### src/rtl/tcm_mem_arb_pkg.sv
// Shared types and defaults for the TCM port-0 arbiter.
package tcm_mem_arb_pkg;

    localparam int TCM_ADDR_W  = 5;
    localparam int TCM_DATA_W  = 64;
    localparam int TCM_WMASK_W = 8;

    // INIT only exists when TCM_MEM_ARB_INIT_EN is defined.
    typedef enum logic {
        ST_INIT = 1'b0,
        ST_RUN  = 1'b1
    } state_e;

    typedef enum logic {
        REQ_A = 1'b0,
        REQ_B = 1'b1
    } req_id_e;

endpackage

### src/rtl/tcm_mem_arb_if.sv
// One requester port of the TCM arbiter: valid/accept request channel
// plus an unbackpressured one-cycle read response.
interface tcm_mem_arb_if
    import tcm_mem_arb_pkg::*;
#(
    parameter int ADDR_WIDTH = TCM_ADDR_W,
    parameter int DATA_WIDTH = TCM_DATA_W,
    parameter int NUM_WMASKS = TCM_WMASK_W
);
    logic                  req;
    logic                  we;
    logic [ADDR_WIDTH-1:0] addr;
    logic [NUM_WMASKS-1:0] wmask;
    logic [DATA_WIDTH-1:0] wdata;
    logic                  accept;
    logic                  rsp_valid;
    logic [DATA_WIDTH-1:0] rsp_data;

    // Requester side.
    modport master (
        output req, we, addr, wmask, wdata,
        input  accept, rsp_valid, rsp_data
    );

    // Arbiter side.
    modport slave (
        input  req, we, addr, wmask, wdata,
        output accept, rsp_valid, rsp_data
    );
endinterface

### src/rtl/tcm_mem_arb_rr2.sv
// Two-way round-robin picker. The last-grant register starts at B so A
// wins the first contention, and it only moves on an actual grant.
module tcm_mem_arb_rr2
    import tcm_mem_arb_pkg::*;
(
    input  logic clk_i,
    input  logic rst_i,
    input  logic en_i,
    input  logic req_a_i,
    input  logic req_b_i,
    output logic gnt_a_o,
    output logic gnt_b_o
);

    req_id_e last_q;
    req_id_e last_d;

    // Pick a winner this cycle and compute the new last-grant owner.
    always_comb begin
        // NOTE: every output of a combinational block gets a default first so no latch is inferred.
        gnt_a_o = 1'b0;
        gnt_b_o = 1'b0;
        last_d  = last_q;
        if (en_i) begin
            if (req_a_i && (!req_b_i || last_q == REQ_B)) begin
                gnt_a_o = 1'b1;
                last_d  = REQ_A;
            end else if (req_b_i) begin
                gnt_b_o = 1'b1;
                last_d  = REQ_B;
            end
        end
    end

    // Last-grant register.
    always_ff @(posedge clk_i) begin
        // NOTE: state flops use non-blocking assignments so every flop samples pre-edge values.
        if (rst_i) begin
            last_q <= REQ_B;
        end else begin
            last_q <= last_d;
        end
    end

endmodule

### src/rtl/tcm_mem_arb.sv
// Arbiter sharing port 0 of the 32x64 TCM RAM between requester A
// (fetch) and requester B (load/store/debug). RAM pins are driven
// combinationally so the RAM's own input registers capture the grant.
// Optional: TCM_MEM_ARB_INIT_EN adds an INIT state that zero-fills the
// RAM after reset before any request is accepted.
module tcm_mem_arb
    import tcm_mem_arb_pkg::*;
#(
    parameter int ADDR_WIDTH = TCM_ADDR_W,
    parameter int DATA_WIDTH = TCM_DATA_W,
    parameter int NUM_WMASKS = TCM_WMASK_W
) (
    input  logic                  clk_i,
    input  logic                  rst_i,
    tcm_mem_arb_if.slave          a_if,
    tcm_mem_arb_if.slave          b_if,
    output logic                  ram_csb0_o,
    output logic                  ram_web0_o,
    output logic [ADDR_WIDTH-1:0] ram_addr0_o,
    output logic [NUM_WMASKS-1:0] ram_wmask0_o,
    output logic [DATA_WIDTH-1:0] ram_din0_o,
    input  logic [DATA_WIDTH-1:0] ram_dout0_i,
    output logic                  init_done_o
);

    logic                  run_en;
    logic                  init_active;
    logic [ADDR_WIDTH-1:0] init_addr;
    logic                  gnt_a;
    logic                  gnt_b;

    logic                  a_rsp_q, a_rsp_d;
    logic                  b_rsp_q, b_rsp_d;
    logic [ADDR_WIDTH-1:0] addr_q, addr_d;
    logic [NUM_WMASKS-1:0] wmask_q, wmask_d;
    logic [DATA_WIDTH-1:0] din_q, din_d;
    logic                  csb;
    logic                  web;

`ifdef TCM_MEM_ARB_INIT_EN
    state_e                state_q, state_d;
    logic [ADDR_WIDTH-1:0] cnt_q, cnt_d;

    // INIT walks the counter over every word, then hands over to RUN.
    always_comb begin
        state_d = state_q;
        cnt_d   = cnt_q;
        case (state_q)
            ST_INIT: begin
                cnt_d = cnt_q + 1'b1;
                if (&cnt_q) begin
                    state_d = ST_RUN;
                end
            end
            default: ;
        endcase
    end

    // State and fill-counter registers; reset restarts the fill at 0.
    always_ff @(posedge clk_i) begin
        if (rst_i) begin
            state_q <= ST_INIT;
            cnt_q   <= '0;
        end else begin
            state_q <= state_d;
            cnt_q   <= cnt_d;
        end
    end

    assign init_active = (state_q == ST_INIT) && !rst_i;
    assign run_en      = (state_q == ST_RUN) && !rst_i;
    assign init_addr   = cnt_q;
`else
    assign init_active = 1'b0;
    assign run_en      = !rst_i;
    assign init_addr   = '0;
`endif

    assign init_done_o = run_en;

    tcm_mem_arb_rr2 u_rr2 (
        .clk_i   (clk_i),
        .rst_i   (rst_i),
        .en_i    (run_en),
        .req_a_i (a_if.req),
        .req_b_i (b_if.req),
        .gnt_a_o (gnt_a),
        .gnt_b_o (gnt_b)
    );

    // Mux the winner onto the RAM pins; with no access the bus holds its last value.
    always_comb begin
        csb     = 1'b1;
        web     = 1'b1;
        addr_d  = addr_q;
        wmask_d = wmask_q;
        din_d   = din_q;
        if (init_active) begin
            csb     = 1'b0;
            web     = 1'b0;
            addr_d  = init_addr;
            wmask_d = '1;
            din_d   = '0;
        end else if (gnt_a) begin
            csb     = 1'b0;
            web     = !a_if.we;
            addr_d  = a_if.addr;
            wmask_d = a_if.we ? a_if.wmask : '1;
            din_d   = a_if.we ? a_if.wdata : '0;
        end else if (gnt_b) begin
            csb     = 1'b0;
            web     = !b_if.we;
            addr_d  = b_if.addr;
            wmask_d = b_if.we ? b_if.wmask : '1;
            din_d   = b_if.we ? b_if.wdata : '0;
        end
        a_rsp_d = gnt_a && !a_if.we;
        b_rsp_d = gnt_b && !b_if.we;
    end

    // Response-valid flags and the held RAM bus.
    always_ff @(posedge clk_i) begin
        if (rst_i) begin
            a_rsp_q <= 1'b0;
            b_rsp_q <= 1'b0;
            // NOTE: the held bus is reset only so it is never X; the RAM array itself is never reset here.
            addr_q  <= '0;
            wmask_q <= '0;
            din_q   <= '0;
        end else begin
            a_rsp_q <= a_rsp_d;
            b_rsp_q <= b_rsp_d;
            addr_q  <= addr_d;
            wmask_q <= wmask_d;
            din_q   <= din_d;
        end
    end

    assign ram_csb0_o   = csb;
    assign ram_web0_o   = web;
    assign ram_addr0_o  = addr_d;
    assign ram_wmask0_o = wmask_d;
    assign ram_din0_o   = din_d;

    assign a_if.accept    = gnt_a;
    assign a_if.rsp_valid = a_rsp_q;
    assign a_if.rsp_data  = ram_dout0_i;
    assign b_if.accept    = gnt_b;
    assign b_if.rsp_valid = b_rsp_q;
    assign b_if.rsp_data  = ram_dout0_i;

endmodule

### src/flat_wrapper.sv
// flat-port wrapper written by rule: the top's interface ports become plain ports
module tcm_mem_arb_flat import tcm_mem_arb_pkg::*;
#(
    parameter int ADDR_WIDTH = TCM_ADDR_W,
    parameter int DATA_WIDTH = TCM_DATA_W,
    parameter int NUM_WMASKS = TCM_WMASK_W
)
  (clk_i, rst_i, ram_csb0_o, ram_web0_o, ram_addr0_o, ram_wmask0_o, ram_din0_o, ram_dout0_i, init_done_o, a_if_req, a_if_we, a_if_addr, a_if_wmask, a_if_wdata, a_if_accept, a_if_rsp_valid, a_if_rsp_data, b_if_req, b_if_we, b_if_addr, b_if_wmask, b_if_wdata, b_if_accept, b_if_rsp_valid, b_if_rsp_data);
  tcm_mem_arb_if #(.ADDR_WIDTH(ADDR_WIDTH), .DATA_WIDTH(DATA_WIDTH), .NUM_WMASKS(NUM_WMASKS)) a_if_i ();
  tcm_mem_arb_if #(.ADDR_WIDTH(ADDR_WIDTH), .DATA_WIDTH(DATA_WIDTH), .NUM_WMASKS(NUM_WMASKS)) b_if_i ();
  input  logic clk_i;
  input  logic rst_i;
  output logic ram_csb0_o;
  output logic ram_web0_o;
  output logic [ADDR_WIDTH-1:0] ram_addr0_o;
  output logic [NUM_WMASKS-1:0] ram_wmask0_o;
  output logic [DATA_WIDTH-1:0] ram_din0_o;
  input  logic [DATA_WIDTH-1:0] ram_dout0_i;
  output logic init_done_o;
  input wire logic [$bits(a_if_i.req)-1:0] a_if_req;
  input wire logic [$bits(a_if_i.we)-1:0] a_if_we;
  input wire logic [$bits(a_if_i.addr)-1:0] a_if_addr;
  input wire logic [$bits(a_if_i.wmask)-1:0] a_if_wmask;
  input wire logic [$bits(a_if_i.wdata)-1:0] a_if_wdata;
  output wire logic [$bits(a_if_i.accept)-1:0] a_if_accept;
  output wire logic [$bits(a_if_i.rsp_valid)-1:0] a_if_rsp_valid;
  output wire logic [$bits(a_if_i.rsp_data)-1:0] a_if_rsp_data;
  input wire logic [$bits(b_if_i.req)-1:0] b_if_req;
  input wire logic [$bits(b_if_i.we)-1:0] b_if_we;
  input wire logic [$bits(b_if_i.addr)-1:0] b_if_addr;
  input wire logic [$bits(b_if_i.wmask)-1:0] b_if_wmask;
  input wire logic [$bits(b_if_i.wdata)-1:0] b_if_wdata;
  output wire logic [$bits(b_if_i.accept)-1:0] b_if_accept;
  output wire logic [$bits(b_if_i.rsp_valid)-1:0] b_if_rsp_valid;
  output wire logic [$bits(b_if_i.rsp_data)-1:0] b_if_rsp_data;
  assign a_if_i.req = a_if_req;
  assign a_if_i.we = a_if_we;
  assign a_if_i.addr = a_if_addr;
  assign a_if_i.wmask = a_if_wmask;
  assign a_if_i.wdata = a_if_wdata;
  assign a_if_accept = a_if_i.accept;
  assign a_if_rsp_valid = a_if_i.rsp_valid;
  assign a_if_rsp_data = a_if_i.rsp_data;
  assign b_if_i.req = b_if_req;
  assign b_if_i.we = b_if_we;
  assign b_if_i.addr = b_if_addr;
  assign b_if_i.wmask = b_if_wmask;
  assign b_if_i.wdata = b_if_wdata;
  assign b_if_accept = b_if_i.accept;
  assign b_if_rsp_valid = b_if_i.rsp_valid;
  assign b_if_rsp_data = b_if_i.rsp_data;
  tcm_mem_arb #(.ADDR_WIDTH(ADDR_WIDTH), .DATA_WIDTH(DATA_WIDTH), .NUM_WMASKS(NUM_WMASKS)) u_core (.clk_i(clk_i), .rst_i(rst_i), .a_if(a_if_i), .b_if(b_if_i), .ram_csb0_o(ram_csb0_o), .ram_web0_o(ram_web0_o), .ram_addr0_o(ram_addr0_o), .ram_wmask0_o(ram_wmask0_o), .ram_din0_o(ram_din0_o), .ram_dout0_i(ram_dout0_i), .init_done_o(init_done_o));
endmodule
### config.mk
export PLATFORM = sky130hd
export DESIGN_NAME = tcm_mem_arb_flat
export DESIGN_NICKNAME = d
export VERILOG_FILES = /design/src/rtl/tcm_mem_arb_pkg.sv /design/src/rtl/tcm_mem_arb_if.sv /design/src/rtl/tcm_mem_arb_rr2.sv /design/src/rtl/tcm_mem_arb.sv /design/src/flat_wrapper.sv
export SDC_FILE = /design/constraint.sdc
export NUM_CORES = 1
export LEC_CHECK = 0
export CAP_MARGIN = 20
export CORE_AREA = 3 3 170 172
export DETAILED_ROUTE_END_ITERATION = 7
export DIE_AREA = 0 0 173 175
export PLACE_DENSITY_LB_ADDON = 0.05
export SYNTH_ARGS = -nofsm -noshare
export SYNTH_HDL_FRONTEND = slang
export SYNTH_SLANG_ARGS = --single-unit
### constraint.sdc
create_clock -name clk_i -period 1.4 [get_ports clk_i]
set_clock_uncertainty 0.1 [all_clocks]
set_input_delay 0.28 -clock clk_i [delete_from_list [all_inputs] [get_ports clk_i]]
set_output_delay 0.28 -clock clk_i [all_outputs]
set_load 0.005 [all_outputs]
After elaboration in Yosys (flattened, before gate mapping) --
Cells that the tools add are included. Widths: inputs -> output; s select.
Cells by class: muxes and demuxes 21, reductions and logical operators 9
Operators with widths (count):
- $mux 64 | 4
- $mux 8 | 4
- $mux 1 | 11
- $mux 5 | 2
- $logic_not 1->1 | 4
- $logic_and 1x1->1 | 3
- $reduce_bool 2->1 | 1
- $logic_or 1x1->1 | 1
Word-level totals: flip-flop bits (word level) 80, bits of input ports 224, output and inout bits 212, logic and storage cells 36

Depth between registers and ports, before layout --
depth in word-level cells 7, depth in mapped cells 6, mapped depth without buffers 3

Hierarchy --
From an unflattened synthesis, not the netlist that was laid out.
Second synthesis, totals: cell total of the unflattened synthesis 670, area total of the unflattened synthesis 5532.8 um^2
By module, submodules not included:
- tcm_mem_arb | instances 1, cells an instance 662, area each 5474.0 um^2
- tcm_mem_arb_rr2 | instances 1, cells an instance 8, area each 58.8 um^2

Worst setup path after synthesis --
OpenSTA, ideal clock, no wires.
path type in2out, start point input port a_if_req, end point output port ram_din0_o[55], arrival 1186 ps, setup slack -166 ps, cell stages on the path 5, path through buf_2 -> and2_1 -> buf_2 -> nor3_1 -> or3_1
On the way: cells in the longest elaborated chain, start to end 5, elaborated cells on any way between the ends 7, those cells by class mux: 6; reduce/logical: 1
RTL lines:
- start: declaration | line flat_wrapper.sv:20 | input wire logic [$bits(a_if_i.req)-1:0] a_if_req;
- $logic_and 1x1->1 * | line tcm_mem_arb_rr2.sv:25 | if (req_a_i && (!req_b_i || last_q == REQ_B)) begin
- $mux 1 | line tcm_mem_arb_rr2.sv:25
- $mux 1 | line tcm_mem_arb_rr2.sv:24 | if (en_i) begin
- $mux 64 | line tcm_mem_arb.sv:110 | end else if (gnt_b) begin
- $mux 64 * | line tcm_mem_arb.sv:104 | end else if (gnt_a) begin
- end: declaration | line flat_wrapper.sv:17 | output logic [DATA_WIDTH-1:0] ram_din0_o;
Every way passes the cells marked *; elsewhere a longest branch is shown, timed or not.

Final worst setup path --
start point register u_core.u_rr2.last_q, end point output port ram_din0_o[62]
On the way: cells in the longest elaborated chain, start to end 6, elaborated cells on any way between the ends 8, those cells by class mux: 6; reduce/logical: 2
RTL lines:
- start: declaration | line tcm_mem_arb_rr2.sv:15 | req_id_e last_q;
- start signal: assignment | line tcm_mem_arb_rr2.sv:41 | last_q <= last_d;
- $logic_or 1x1->1 * | line tcm_mem_arb_rr2.sv:25
- $logic_and 1x1->1 * | line tcm_mem_arb_rr2.sv:25
- $mux 1 | line tcm_mem_arb_rr2.sv:25
- $mux 1 | line tcm_mem_arb_rr2.sv:24
- $mux 64 | line tcm_mem_arb.sv:110
- $mux 64 * | line tcm_mem_arb.sv:104
Marked as above.

==> Flow_metrics.wiki <==
{| class="wikitable"
! Metric !! Value
|-
| Clock period minus worst slack || ~2.1 ns
|-
| Overall die height || 175 um
|-
| CP Max Fanout || 8
|-
| CTS tree || done
|-
| Number of buffers between clock root and the deepest sink || 2
|-
| RSZ-0062 raised after global routing || true
|-
| Number of maximum-capacitance violations || 0
|-
| Number of DRC violations after detailed-routing iteration 0 || 223
|-
| Period utilisation layout || 1.48
|-
| Count of warnings emitted by yosys || 0
|-
| Number of antenna violations at the first check in global routing || 5
|-
| Number of library cell types mapped by synthesis || 28
|-
| I/O Pins || 436
|-
| Layout cells sized above 1 || 0.503
|-
| Number of antenna-violating nets in the routed design || 0
|-
| Via density || 4.65
|-
| Synthesized netlist cell count || just over 700
|-
| Combined area of all synthesized cells || about 0.0055 sq mm
|-
| Async set-reset flop share out of synthesis || 0
|-
| # placed instances || approximately 1300
|-
| Total grt overflow || 0
|-
| Global-route wire length before repair || 42900 um
|-
| Startpoint class of the critical path || register
|-
| Count of endpoints failing setup in the final report || 136
|-
| Number of buffers created by CTS || 9
|-
| IO buf count || approximately 240
|-
| Clk root buf || sky130_fd_sc_hd__clkbuf_16
|-
| DRC violation count after routing || 0
|-
| Final cell area excluding filler cells || 0.0107 sq mm
|-
| Net count of the mapped netlist || 929
|-
| LEAKAGE || about 4.5 nW
|-
| Placeable Area || 0.0276 sq mm
|-
| PwrDens || 678 mW/mm^2
|-
| Clk sink count || 80
|-
| Post-detailed-placement cell area || 0.00842 sq mm
|-
| Arrival time worst endpoint || around 1.7 ns
|-
| Element type at the critical path end || output pin
|-
| CTS H-tree depth || 3
|-
| Die Area || ~0.03 sq mm
|-
| Nets@finish || approximately 1200
|-
| Dpl ws || -1.28 ns
|-
| Top flip-flop cell by instance count after synthesis || sky130_fd_sc_hd__dfxtp_1
|-
| Wirelength per Cell || 19.7 um
|-
| Classification of the worst setup path || register to output pin
|-
| Transition time of the tightest slew-check pin || 0.488 ns
|-
| Top achievable clock speed || 483 MHz
|-
| Core Rows || 61
|-
| Share of synthesized area occupied by flip-flops and latches || 0.294
|-
| Normalized max-slew margin || 0.672
|-
| Accumulated negative setup slack || -51.71 ns
|-
| Die width || 173 um
|-
| Hold crit path type || primary input to register
|-
| Smallest setup slack after layout || -0.672 ns
|-
| Violated checks || setup timing
|-
| Source-to-sink clock delay at the later pin of the worst-skew pair || roughly 0.34 ns
|-
| First-pass iteration count of the detailed router || 4
|-
| Starting density of the core || 0.197
|-
| Flip-flop and latch count after synthesis || 80
|-
| Number of flops mapped to enable cells by yosys || 0
|-
| Maximum number of pins on one net before global-route repair || 31
|-
| Area grow syn2layout || 96.6%
|-
| Wirelength, routed || 27500 um
|-
| Clock-pin transition on the worst setup and hold timing paths || around 0.06 ns
|-
| Vias || 6480
|-
| Number of pins with negative max-slew slack in the final report || 0
|-
| Fin util || 0.388
|-
| Global Route Usage Sum || 0.179
|-
| DP Wirelength || 18000 um
|-
| Number of global-route vias before repair || 7404
|-
| Required @ worst endpoint || 1.02 ns
|-
| Final weighted congestion in routability-driven placement || 0.757
|-
| Synthesized area per cell || approximately 7.7 sq um
|-
| Number of standard cells in the layout, taps in and fillers out || 1394
|-
| Result of the run || complete, but fails checks
|-
| Peak supply drop || 0.433 mV
|-
| Final Hold Viols || 0
|}
==> through the flow <==
stage          power (mW)  hold WS, ns
2_1_floorplan        3.49        0.252
3_3_place_gp         4.52        0.381
3_5_place_dp         4.51        0.386
4_1_cts              7.36        0.241
5_1_grt              7.65        0.221
6_report             7.27        0.228
==> cells in the final DEF (no fill, tap or decap), drive strengths merged, types with 5 or more instances in the layout <==
master	Yosys	routed
nor3	11	11
a311oi	5	5
and2	65	65
nand4	60	60
nand3	33	33
nand2b	18	18
a31oi	12	12
buf	164	329
a32oi	61	61
dfxtp	80	80
nand2	74	74
clkbuf	30	13
clkdlybuf4s50	0	154
a21oi	60	60
o21ai	6	6
==> path summary, 6_finish.rpt <==
| kind | cells after the start | slack (ns) | endpoint | start |
|---|---|---|---|---|
| worst max-delay path | 5 | -0.67 | ram_din0_o[62] | u_core.u_rr2.last_q |
| worst min-delay path | 4 | 0.23 | u_core.u_rr2.last_q | b_if_req |
| worst max register to register | 10 | -0.45 | u_core.din_q[53] | u_core.u_rr2.last_q |
| worst min register to register | 2 | 0.40 | u_core.wmask_q[3] | u_core.wmask_q[3] |
==> area by class of cell <==
| cell class | instances | area (sq um) |
|---|---|---|
| flip-flops and latches | 80 | 1610 |
| fillers | 2823 | 16900 |
| clock inverters | 5 | 35.0 |
| repair buffers | 489 | 4650 |
| clock buffers | 10 | 229 |
| inverters | 3 | 11.3 |
| well taps | 378 | 473 |
| multi-input cells | 428 | 3710 |
| diodes | 1 | 2.50 |
==> timing repair <==
| item | 4_1_cts | 5_1_grt |
|---|---|---|
| pin swaps | 193 | 54 |
| cloned | 11 | 2 |
| resized for setup | 607 | 56 |
| endpoints found under the setup margin | 160 | 158 |
| hold buffers | 0 | 0 |
| buffers inserted | 196 | 29 |
==> routing by layer <==
layer  global-route usage  up-vias  share of wire
met1                0.203     3085           0.40
met3               0.0648       80          0.080
met2                0.314      275           0.49
met5              0.00641        -         0.0020
li1                     -     3032              -
met4               0.0574        8          0.028
==> worst max-delay path, cell delays in order, from the launching register on <==
cell and delay [ns]:
sky130_fd_sc_hd__dfxtp_4 0.36, sky130_fd_sc_hd__nand2b_4 0.21, sky130_fd_sc_hd__buf_6 0.15, sky130_fd_sc_hd__and4_1 0.15
sky130_fd_sc_hd__or3_4 0.36, sky130_fd_sc_hd__buf_6 0.13
==> logic make-up (layout without fill, tap and decap cells) <==
group | Yosys count | in the layout | synth area share
AO/OA/AOI/OAI | 149 | 149 | 0.190
AND/OR/NAND/NOR | 279 | 279 | 0.280
flip-flops | 80 | 80 | 0.294
buffers and inverters | 197 | 507 | 0.236
other | 0 | 1 | 0
==> power by group <==
group | switching (mW) | total, mW | internal [mW]
combinational | 1.15 | 2.62 | 1.47
clock | 1.02 | 2.21 | 1.19
sequential | 0.0533 | 2.44 | 2.39
==> synthesized netlist by cell type (2+ instances only) <==
cell type / instances / area share
sky130_fd_sc_hd__or3_1: 4 / 0.0046
sky130_fd_sc_hd__o31a_1: 4 / 0.0064
sky130_fd_sc_hd__nand4b_1: 2 / 0.0032
sky130_fd_sc_hd__inv_1: 3 / 0.0021
sky130_fd_sc_hd__dfxtp_1: 80 / 0.29
sky130_fd_sc_hd__buf_1: 6 / 0.0041
sky130_fd_sc_hd__nor2_1: 3 / 0.0021
sky130_fd_sc_hd__buf_4: 137 / 0.19
sky130_fd_sc_hd__and4_1: 4 / 0.0064
sky130_fd_sc_hd__a21oi_1: 60 / 0.055
sky130_fd_sc_hd__a311oi_1: 5 / 0.0080
sky130_fd_sc_hd__nand2_1: 74 / 0.051
sky130_fd_sc_hd__nand3_2: 3 / 0.0055
sky130_fd_sc_hd__clkbuf_1: 30 / 0.021
sky130_fd_sc_hd__nand2b_1: 18 / 0.021
sky130_fd_sc_hd__and2_1: 65 / 0.075
sky130_fd_sc_hd__nand4_1: 60 / 0.069
sky130_fd_sc_hd__a32oi_1: 61 / 0.098
sky130_fd_sc_hd__a31oi_1: 12 / 0.014
sky130_fd_sc_hd__o21ai_0: 5 / 0.0046
sky130_fd_sc_hd__nand3_1: 30 / 0.028
sky130_fd_sc_hd__nor3_1: 11 / 0.010
sky130_fd_sc_hd__nor2b_1: 4 / 0.0046
sky130_fd_sc_hd__buf_2: 20 / 0.018
==> sequential cells by signal, indices dropped and copies added, names as in the netlist <==
name                   flops
u_core.addr_q              5
u_core.din_q              64
u_core.wmask_q             8
u_core.a_if.rsp_valid      1
u_core.u_rr2.last_q        1
u_core.b_if.rsp_valid      1
Note: power is estimated with default switching activity, not from simulation.
